### src/rtl/multiplier_seq_fsm.sv
// Control sequencer for the multi-cycle multiplier: pops one FIFO sample, walks the operand
// mux through four partial-product phases, then issues a single rounding/accumulate pulse.
module multiplier_seq_fsm (
  input  logic       clk,
  input  logic       reset,
  input  logic       PushIn,
  input  logic       PushCoef,
  input  logic       fifo_empty,
  output logic [1:0] multiplier_mux_sel,
  output logic       partialProductAccumulate_valid,
  output logic       finalAccumulateRounding_en,
  output logic       fifoPullOut
);

  typedef enum logic [2:0] {
    StIdle  = 3'd0,
    StPull  = 3'd1,
    StPp0   = 3'd2,
    StPp1   = 3'd3,
    StPp2   = 3'd4,
    StPp3   = 3'd5,
    StRound = 3'd6
  } state_e;

  state_e state_d, state_q;
  logic   start;

  // Push strobe is status only; it never influences sequencing.
  logic unused_push_in;
  assign unused_push_in = PushIn;

  assign start = !fifo_empty && !PushCoef;

  always_ff @(posedge clk or negedge reset) begin
    if (!reset) begin
      state_q <= StIdle;
    end else begin
      state_q <= state_d;
    end
  end

  // Once a sample is pulled it always runs to ROUND; inputs only matter in IDLE and ROUND.
  always_comb begin
    state_d = StIdle;
    unique case (state_q)
      StIdle:  state_d = start ? StPull : StIdle;
      StPull:  state_d = StPp0;
      StPp0:   state_d = StPp1;
      StPp1:   state_d = StPp2;
      StPp2:   state_d = StPp3;
      StPp3:   state_d = StRound;
      StRound: state_d = start ? StPull : StIdle;
      default: state_d = StIdle;
    endcase
  end

  always_comb begin
    multiplier_mux_sel             = 2'd0;
    partialProductAccumulate_valid = 1'b0;
    finalAccumulateRounding_en     = 1'b0;
    fifoPullOut                    = 1'b0;
    unique case (state_q)
      StIdle:  ;
      StPull:  fifoPullOut = 1'b1;
      StPp0: begin
        multiplier_mux_sel             = 2'd0;
        partialProductAccumulate_valid = 1'b1;
      end
      StPp1: begin
        multiplier_mux_sel             = 2'd1;
        partialProductAccumulate_valid = 1'b1;
      end
      StPp2: begin
        multiplier_mux_sel             = 2'd2;
        partialProductAccumulate_valid = 1'b1;
      end
      StPp3: begin
        multiplier_mux_sel             = 2'd3;
        partialProductAccumulate_valid = 1'b1;
      end
      StRound: finalAccumulateRounding_en = 1'b1;
      default: ;
    endcase
  end

  strobes_exclusive_a: assert property (@(posedge clk) disable iff (!reset)
    $onehot0({fifoPullOut, partialProductAccumulate_valid, finalAccumulateRounding_en}));

  mux_idle_zero_a: assert property (@(posedge clk) disable iff (!reset)
    !partialProductAccumulate_valid |-> (multiplier_mux_sel == 2'd0));

endmodule

### config.mk
export PLATFORM = sky130hd
export DESIGN_NAME = multiplier_seq_fsm
export DESIGN_NICKNAME = d
export VERILOG_FILES = /design/src/rtl/multiplier_seq_fsm.sv
export SDC_FILE = /design/constraint.sdc
export NUM_CORES = 1
export LEC_CHECK = 0
export CORE_AREA = 2 2 39 41
export CTS_BUF_LIST = sky130_fd_sc_hd__clkbuf_4 sky130_fd_sc_hd__clkbuf_8
export DETAILED_ROUTE_END_ITERATION = 6
export DIE_AREA = 0 0 41 43
export DONT_BUFFER_PORTS = 1
export GPL_TIMING_DRIVEN = 0
export PLACE_DENSITY = 0.32
export SLEW_MARGIN = 20
export SYNTH_ARGS = -nofsm -noshare
export SYNTH_HDL_FRONTEND = slang
export SYNTH_SLANG_ARGS = --single-unit
### constraint.sdc
create_clock -name clk -period 2.6 [get_ports clk]
set_clock_uncertainty 0.15 [all_clocks]
set_input_delay 0.26 -clock clk [delete_from_list [all_inputs] [get_ports clk]]
set_output_delay 0.26 -clock clk [all_outputs]
set_load 0.01 [all_outputs]
-- Yosys cells after proc, flatten, opt, wreduce, memory -nomap -nowiden
Cells that the tools add are included.
Widths: inputs -> output; s select.
- flip-flop bits (word level): 3
- input bits: 5
- equal/unequal tests: 6
- muxes and demuxes: 6
- reduce and logical (&&, ||, !) cells: 6
- operators with widths (operator ; count):
    $pmux 3 s6 ; 1
    $eq 3x3->1 const B ; 3
    $eq 3x2->1 const B ; 2
    $pmux 2 s3 ; 1
    $mux 1 ; 4
    $reduce_or 4->1 ; 1
    $eq 3x1->1 const B ; 1
    $logic_not 3->1 ; 1
    $logic_not 1->1 ; 2
    $reduce_or 2->1 ; 1
    $logic_and 1x1->1 ; 1

-- Depth between registers and ports, before layout
Gate-level depths: netlist (run 1).
- word-level depth: 4
- mapped depth: 2

-- Worst setup path before layout (run 1)
Ideal clock, no wire load.
- path type: register to output
- start point: register state_q[1]
- end point: output multiplier_mux_sel[0]
- arrival time: 0.856 ns
- path slack: 1.334 ns
- cell stages (with the launch flop): 3
- buffers on the path: 0
- cells stage by stage: dfrtp_1 -> xor2_2 -> and2_1
- cells in the longest elaborated chain, start to end: 2
- elaborated cells on any way between the ends: 4
- ends and longest elaborated chain (what ; RTL line ; text):
    from (decl) ; 25 ; state_e state_d, state_q;
    from (signal assigned) ; 36 ; state_q <= StIdle;
    from (signal assigned) ; 38 ; state_q <= state_d;
    $eq 3x3->1 or $eq 3x2->1 (tied branches) ; 62 ; unique case (state_q)
    $pmux 2 s3 (*) ; 62 ;
    to (decl) ; 9 ; output logic [1:0] multiplier_mux_sel,
Mark *: on every way between the ends. The rest lies on a longest branch, timed or not.

-- Worst setup path in the final report (run 1)
Ends and elaborated chain as after synthesis.

==> impl_table.tex, run 1 <==
\begin{tabular}{lr}
\hline
Metric & Value \\
\hline
\multicolumn{2}{l}{\textbf{STA}} \\
\quad Clock period minus final worst setup slack & between 1500 and 2000 ps \\
\quad Fin. Hold Viols & 0 \\
\quad Post-route fraction of the period consumed by the critical path & between 50\% and 60\% \\
\quad Finish-stage setup viols & 0 \\
\quad Number of max-slew violations in the final report & 0 \\
\quad Least-Margin Pin Slew & between 300 and 400 ps \\
\quad Max-Slew Margin vs Limit & approximately 74\% \\
\quad Unrepaired setup endpoints after global routing & no \\
\quad Setup Total Neg Slack & 0 ps \\
\quad Max Freq & about 640 MHz \\
\multicolumn{2}{l}{\textbf{Global routing}} \\
\quad Global-route wire length before repair & just under 500 µm \\
\quad Largest net degree at the start of global routing & 8 \\
\quad GRT Total Usage & roughly 5.1\% \\
\quad Number of antenna violations at the first check in global routing & 0 \\
\quad Remaining global-route overflow & 0 \\
\quad Number of global-route vias before repair & 123 \\
\multicolumn{2}{l}{\textbf{Drt}} \\
\quad Post-detailed-routing wire length & approximately 320 µm \\
\quad Length of routed met3 wiring & around 39 µm \\
\quad First-pass iteration count of the detailed router & 4 \\
\quad Remaining antenna violation count & 0 \\
\quad Total DRC errors in the routed layout & 0 \\
\quad Amount of wire on met2 after detailed routing & $\sim$160 µm \\
\quad Total vias in the final route & 123 \\
\quad Drt first-iter violations & 2 \\
\quad WL per Instance & 8.57 µm \\
\quad Post-route met1 wirelength & 109 µm \\
\quad Uppermost signal routing layer after detailed routing & met4 \\
\quad Vias per cell & around 3.3 \\
\multicolumn{2}{l}{\textbf{Synth}} \\
\quad Leading cell types by total area after synthesis & dfrtp\_1 (47\%), xor2\_2 (10\%), nand2b\_1 (7.8\%) \\
\quad Area share of the largest cell type after synthesis & between 40\% and 50\% \\
\quad Area of the mapped netlist & roughly 160 µm² \\
\quad Cell type contributing the most total cell area after synthesis & dfrtp\_1 \\
\quad Netlist cell types & 10 \\
\quad Post-Syn Nets & 21 \\
\quad Post-Syn Area per Cell & around 10 µm² \\
\quad Gate Count Post-Synth & 16 \\
\quad Post-synthesis register bit count & 3 \\
\quad Post-synthesis sequential area ratio & 46.9\% \\
\quad Number of warnings issued by yosys & 0 \\
\multicolumn{2}{l}{\textbf{CTS}} \\
\quad Clock tree from TritonCTS & yes \\
\quad Post\_cts resized & 0 \\
\quad Clock transition at the registers of the reported paths & around 40 ps \\
\quad Clock buffer count from CTS & 3 \\
\quad H-tree Lvls & 1 \\
\quad Clock latency reported for the late side of the worst-skew pair & 230 ps \\
\quad Clock sinks & 3 \\
\quad Clock Path Buffers & 2 \\
\quad Post-CTS setup buffers & 0 \\
\quad CTS root buffer & clkbuf\_4 \\
\multicolumn{2}{l}{\textbf{Layout}} \\
\quad Number of flip-flops in the largest register & 3 \\
\quad Fraction of layout instances using a drive strength above 1 & between 20\% and 30\% \\
\quad Final net count & 27 \\
\quad Design area & between 200 and 250 µm² \\
\quad Area delta synth->final & 37.5\% \\
\quad Top flop regs & state\_q: 3 flops \\
\quad Register name with the most flops & state\_q \\
\quad Most frequent cells in the layout & clkbuf\_4 (4), nor2\_1 (3), dfrtp\_1 (3) \\
\quad Number of diodes & 0 \\
\quad Most frequent standard cell in the layout excluding fill and tap cells & clkbuf\_4 \\
\multicolumn{2}{l}{\textbf{Place}} \\
\quad Gpl congestion & between 0.4 and 0.5 \\
\quad Post-place instance area & around 180 µm² \\
\quad Number of buffer cells added on primary ports & 0 \\
\multicolumn{2}{l}{\textbf{Setup path}} \\
\quad Crit Reg-Reg Endpoint & state\_q[0]\$\_DFF\_PN0\_ \\
\quad Type of the worst setup path & flop to primary output \\
\quad Gate family responsible for the most delay along the worst path & flip-flops \\
\quad Startpoint Class & flop \\
\quad Data arrival time at the worst-slack endpoint & 1150 ps \\
\quad Crit path to & multiplier\_mux\_sel[0] \\
\quad R2R Setup Slk & between 1000 and 1500 ps \\
\quad R2r startpoint & state\_q[2]\$\_DFF\_PN0\_ \\
\quad Max Fanout on Critical Path & 7 \\
\quad Critical path capture point type & primary output \\
\quad Cells traversed along the worst timing path & xor2\_2, and2\_1 \\
\quad Worst path buffer plus inverter count & 0 \\
\quad Startpoint of the worst setup timing path & state\_q[1]\$\_DFF\_PN0\_ \\
\quad Required time reported for the critical path endpoint & 2190 ps \\
\quad Stages on worst setup path & 2 \\
\quad Length in cells of the worst reg-to-reg path & 2 \\
\quad Critical Path Max Stage Delay & about 460 ps \\
\quad Slowest stage cell on the critical path & dfrtp\_1 \\
\multicolumn{2}{l}{\textbf{Pwr}} \\
\quad Power density normalized to cell area & between 1000 and 1500 mW/mm² \\
\quad Largest vdd supply drop & 198 µV \\
\quad Leakage power & about 0.000096 µW \\
\quad Total Power Consumption & 292 µW \\
\multicolumn{2}{l}{\textbf{Floorplan}} \\
\quad Die Width & 41 µm \\
\quad Area of the core & roughly 0.0014 mm² \\
\quad Number of ports placed on the die boundary & 10 \\
\quad Total die area & roughly 0.0018 mm² \\
\quad Floorplan die height & 43 µm \\
\quad Std cell rows & 14 \\
\quad Starting density of the core & a little under an eighth \\
\multicolumn{2}{l}{\textbf{Run}} \\
\quad Max-capacitance violation count & 0 \\
\multicolumn{2}{l}{\textbf{Worst hold path}} \\
\quad Min-delay worst type & primary input to flop \\
\quad Hold Path Stages & 2 \\
\multicolumn{2}{l}{\textbf{Status}} \\
\quad Status & finished clean \\
\hline
\end{tabular}
[Yosys cell counts]
cell type,number
and2_1,1
xor2_2,1
o21ai_0,2
dfrtp_1,3
nand3b_1,1
nor3b_1,1
nand2b_1,2
o21ba_1,1
inv_1,1
nor2_1,3
[metal layers]
metal	vias up	track usage, %
li1	60	-
met1	55	3.91
met2	6	5.63
met3	2	3.14
met4	0	10.0
met5	-	0
[kinds of logic after synthesis]
group | after synthesis | synth area share [%]
AND/OR/NAND/NOR | 8 | 28.1
flip-flops | 3 | 46.9
buffers and inverters | 1 | 2.34
AO/OA/AOI/OAI | 3 | 12.5
XOR/XNOR | 1 | 10.2
[cell type report]
class,instances,area [µm²]
clock buffers,4,30.0
fillers,163,1160
inverters,1,3.75
multi-input cells,12,81.3
flip-flops and latches,3,75.1
well taps,16,20.0
repair buffers,1,10.0
[through the flow]
step                hold WS [ps]  util [%]  std cells  setup WS [ps]
global route                 105      15.9         37            961
CTS                         96.3      15.9         37           1020
global placement            -185      13.0         32           1270
floorplan                   -186         -         16           1330
detailed placement          -185      13.0         32           1280
finish                       103      15.9         37           1040
[what timing repair did]
action,CTS,global route
endpoints found under the setup margin,0,0
endpoints found under the hold margin,3,0
hold buffers,1,0
[power breakdown]
| group | internal [µW] | total (µW) | switching (µW) |
|---|---|---|---|
| Combinational | 44.2 | 98.6 | 54.4 |
| Clock | 67.9 | 91.3 | 23.4 |
| Sequential | 68.8 | 102 | 33.7 |
[worst reg2reg max path, stage by stage, from the launching register on]
cell and delay [ps]:
dfrtp_1 430, xor2_2 220, o21ba_1 200
[how the worst min path moves through the flow]
stage / start / end / slack [ps]
6_report: PushCoef / state_q[0]$_DFF_PN0_ / 100
2_1_floorplan: reset / state_q[0]$_DFF_PN0_ / -190
5_1_grt: PushCoef / state_q[0]$_DFF_PN0_ / 100
4_1_cts: PushCoef / state_q[0]$_DFF_PN0_ / 100
3_3_place_gp: reset / state_q[0]$_DFF_PN0_ / -190
3_5_place_dp: reset / state_q[0]$_DFF_PN0_ / -190
Note: power is estimated with default switching activity, not from simulation.
==> run 2: changes to the inputs <==
--- a/config.mk
+++ b/config.mk
@@ -11,7 +11,7 @@
 export DIE_AREA = 0 0 41 43
 export DONT_BUFFER_PORTS = 1
 export GPL_TIMING_DRIVEN = 0
-export PLACE_DENSITY = 0.32
+export PLACE_DENSITY = 0.33
 export SLEW_MARGIN = 20
 export SYNTH_ARGS = -nofsm -noshare
 export SYNTH_HDL_FRONTEND = slang
==> constraint.sdc (replaced) <==
create_clock -name clk -period 1.4 [get_ports clk]
set_clock_uncertainty 0.15 [all_clocks]
set_input_delay 0.14 -clock clk [delete_from_list [all_inputs] [get_ports clk]]
set_output_delay 0.14 -clock clk [all_outputs]
set_load 0.01 [all_outputs]
==> run 2 against run 1 <==
Net effect:
- first-iteration DRC count down 50%
- global-route usage up 0.090 points
- wire length up 21%
- sequential power up 110%
- sequential share of layout area down 4.7 points
- count of clock-buffer cells in the layout unchanged
- via count up 16%
- flip-flop and latch count unchanged
- clock power up 86%
==> impl_table.tex, run 2 (synthesis results as in run 1) <==
\begin{tabular}{lr}
\hline
Metric & Value \\
\hline
\multicolumn{2}{l}{\textbf{Pwr}} \\
\quad Leakage power & approximately 0.00011 µW \\
\quad Largest vdd supply drop & 877 µV \\
\quad Total Power Consumption & $\sim$630 µW \\
\quad Power density normalized to cell area & 2380 mW/mm² \\
\multicolumn{2}{l}{\textbf{Setup path}} \\
\quad Startpoint of the worst setup timing path & state\_q[2]\$\_DFF\_PN0\_ \\
\quad Type of the worst setup path & flop to primary output \\
\quad Crit Reg-Reg Endpoint & state\_q[0]\$\_DFF\_PN0\_ \\
\quad Startpoint Class & flop \\
\quad R2R Setup Slk & approximately 270 ps \\
\quad Crit path to & multiplier\_mux\_sel[0] \\
\quad Slowest stage cell on the critical path & dfrtp\_2 \\
\quad Gate family responsible for the most delay along the worst path & flip-flops \\
\quad Required time reported for the critical path endpoint & about 1100 ps \\
\quad Stages on worst setup path & 2 \\
\quad Cells traversed along the worst timing path & xor2\_4, and2\_4 \\
\quad Critical Path Max Stage Delay & 450 ps \\
\quad Data arrival time at the worst-slack endpoint & 1090 ps \\
\quad Worst path buffer plus inverter count & 0 \\
\quad Length in cells of the worst reg-to-reg path & 2 \\
\quad Max Fanout on Critical Path & 5 \\
\quad R2r startpoint & state\_q[2]\$\_DFF\_PN0\_ \\
\quad Critical path capture point type & primary output \\
\multicolumn{2}{l}{\textbf{Place}} \\
\quad Gpl congestion & 0.541 \\
\quad Number of placed instances with taps included & 32 \\
\quad Number of buffer cells added on primary ports & 0 \\
\multicolumn{2}{l}{\textbf{Layout}} \\
\quad Number of diodes & 0 \\
\quad Top flop regs & state\_q: 3 flops \\
\quad Final net count & 30 \\
\quad Number of flip-flops in the largest register & 3 \\
\quad Number of fill cells & roughly 160 \\
\quad Final cell count without fillers & 40 \\
\quad Most frequent standard cell in the layout excluding fill and tap cells & clkbuf\_4 \\
\quad Register name with the most flops & state\_q \\
\quad Fraction of layout instances using a drive strength above 1 & a little under two fifths \\
\quad Most frequent cells in the layout & clkbuf\_4 (4), nor2\_1 (3), dlygate4sd3\_1 (3) \\
\quad Area delta synth->final & 64.8\% \\
\multicolumn{2}{l}{\textbf{STA}} \\
\quad Max-Slew Margin vs Limit & about three quarters \\
\quad Unrepaired setup endpoints after global routing & yes \\
\quad Finish-stage setup viols & 0 \\
\quad Least-Margin Pin Slew & between 300 and 400 ps \\
\quad Max Freq & just over 700 MHz \\
\quad Post-route fraction of the period consumed by the critical path & just under 100\% \\
\quad Fin. Hold Viols & 0 \\
\quad Clock period minus final worst setup slack & 1380 ps \\
\quad Number of max-slew violations in the final report & 0 \\
\multicolumn{2}{l}{\textbf{CTS}} \\
\quad Clock tree from TritonCTS & yes \\
\quad H-tree Lvls & 1 \\
\quad CTS root buffer & clkbuf\_4 \\
\quad Clock sinks & 3 \\
\quad Clock buffer count from CTS & 3 \\
\quad Clock transition at the registers of the reported paths & $\sim$40 ps \\
\quad Clock Path Buffers & 2 \\
\quad Clock latency reported for the late side of the worst-skew pair & 230 ps \\
\multicolumn{2}{l}{\textbf{Status}} \\
\quad Status & finished clean \\
\multicolumn{2}{l}{\textbf{Global routing}} \\
\quad Global-route wire length before repair & between 500 and 600 µm \\
\quad Number of global-route vias before repair & 132 \\
\quad Remaining global-route overflow & 0 \\
\quad GRT Total Usage & roughly 5.2\% \\
\quad Largest net degree at the start of global routing & 7 \\
\quad Number of antenna violations at the first check in global routing & 0 \\
\multicolumn{2}{l}{\textbf{Floorplan}} \\
\quad Starting density of the core & approximately 12\% \\
\quad Floorplan die height & 43 µm \\
\quad Die Width & just over 40 µm \\
\quad Number of ports placed on the die boundary & 10 \\
\quad Std cell rows & 14 \\
\quad Area of the core & 0.00138 mm² \\
\quad Total die area & approximately 0.0018 mm² \\
\multicolumn{2}{l}{\textbf{Run}} \\
\quad Max-capacitance violation count & 0 \\
\multicolumn{2}{l}{\textbf{Drt}} \\
\quad First-pass iteration count of the detailed router & 3 \\
\quad Vias per cell & 3.58 \\
\quad Total DRC errors in the routed layout & 0 \\
\quad Post-detailed-routing wire length & approximately 380 µm \\
\quad Total vias in the final route & 143 \\
\quad Remaining antenna violation count & 0 \\
\quad WL per Instance & about 9.6 µm \\
\quad Drt first-iter violations & 1 \\
\multicolumn{2}{l}{\textbf{Worst hold path}} \\
\quad Min-delay worst type & primary input to async pin \\
\hline
\end{tabular}
==> run 2: changes by cell type in the layout (fill, tap and decap cells not counted), sizes merged <==
cell         change
dlygate4sd3      +2
buf              +1
==> run 2: cell type report <==
cell class                      instances  area (µm²)  share of cell area, %
Timing Repair Buffer                    4        37.5                   14.2
Inverter                                1        3.75                   1.42
Clock buffer                            4        30.0                   11.4
Tap cell                               16        20.0                   7.58
Sequential cell                         3        77.6                   29.4
Multi-Input combinational cell         12        95.1                   36.0
==> run 2: how the worst min path moves through the flow <==
stage / from / end / slack (ps) / depth (start not counted)
floorplan: reset / state_q[0]$_DFF_PN0_ / -310 / 0
global placement: reset / state_q[0]$_DFF_PN0_ / -310 / 0
detailed placement: reset / state_q[0]$_DFF_PN0_ / -310 / 0
CTS: reset / state_q[0]$_DFF_PN0_ / 10 / 1
global route: reset / state_q[0]$_DFF_PN0_ / 20 / 1
finish: reset / state_q[1]$_DFF_PN0_ / 20 / 1
==> run 2: layer usage <==
metal	GRT usage [%]	routed length (µm)	vias to the layer above
li1	-	-	67
met1	5.18	168	64
met2	5.63	149	12
met3	7.85	66	0
met4	2.00	0	0
met5	0	0	-
==> run 2: per-stage QoR <==
step                util (%)  setup TNS, ps  instance area (µm²)  hold slack [ps]  setup slack (ps)
floorplan                  -              0                  160             -306               254
global placement        13.0              0                  180             -305               196
detailed placement      13.0              0                  180             -305               182
CTS                     19.1          -1.40                  264             10.2             -1.40
global route            19.1          -65.7                  264             15.5             -50.9
finish                  19.1              0                  264             17.7              15.3
==> run 2: where the power goes <==
part / switching (µW) / internal [µW] / total, µW
clock: 44.1 / 126 / 170
sequential: 79.9 / 133 / 213
combinational: 116 / 129 / 245
==> run 2: repair_timing <==
item	CTS	global route
resized for setup	4	0
cloned	0	0
pin swaps	1	1
hold endpoints to repair	4	0
hold buffers	3	0
endpoints found under the setup margin	1	2
buffers inserted	1	0
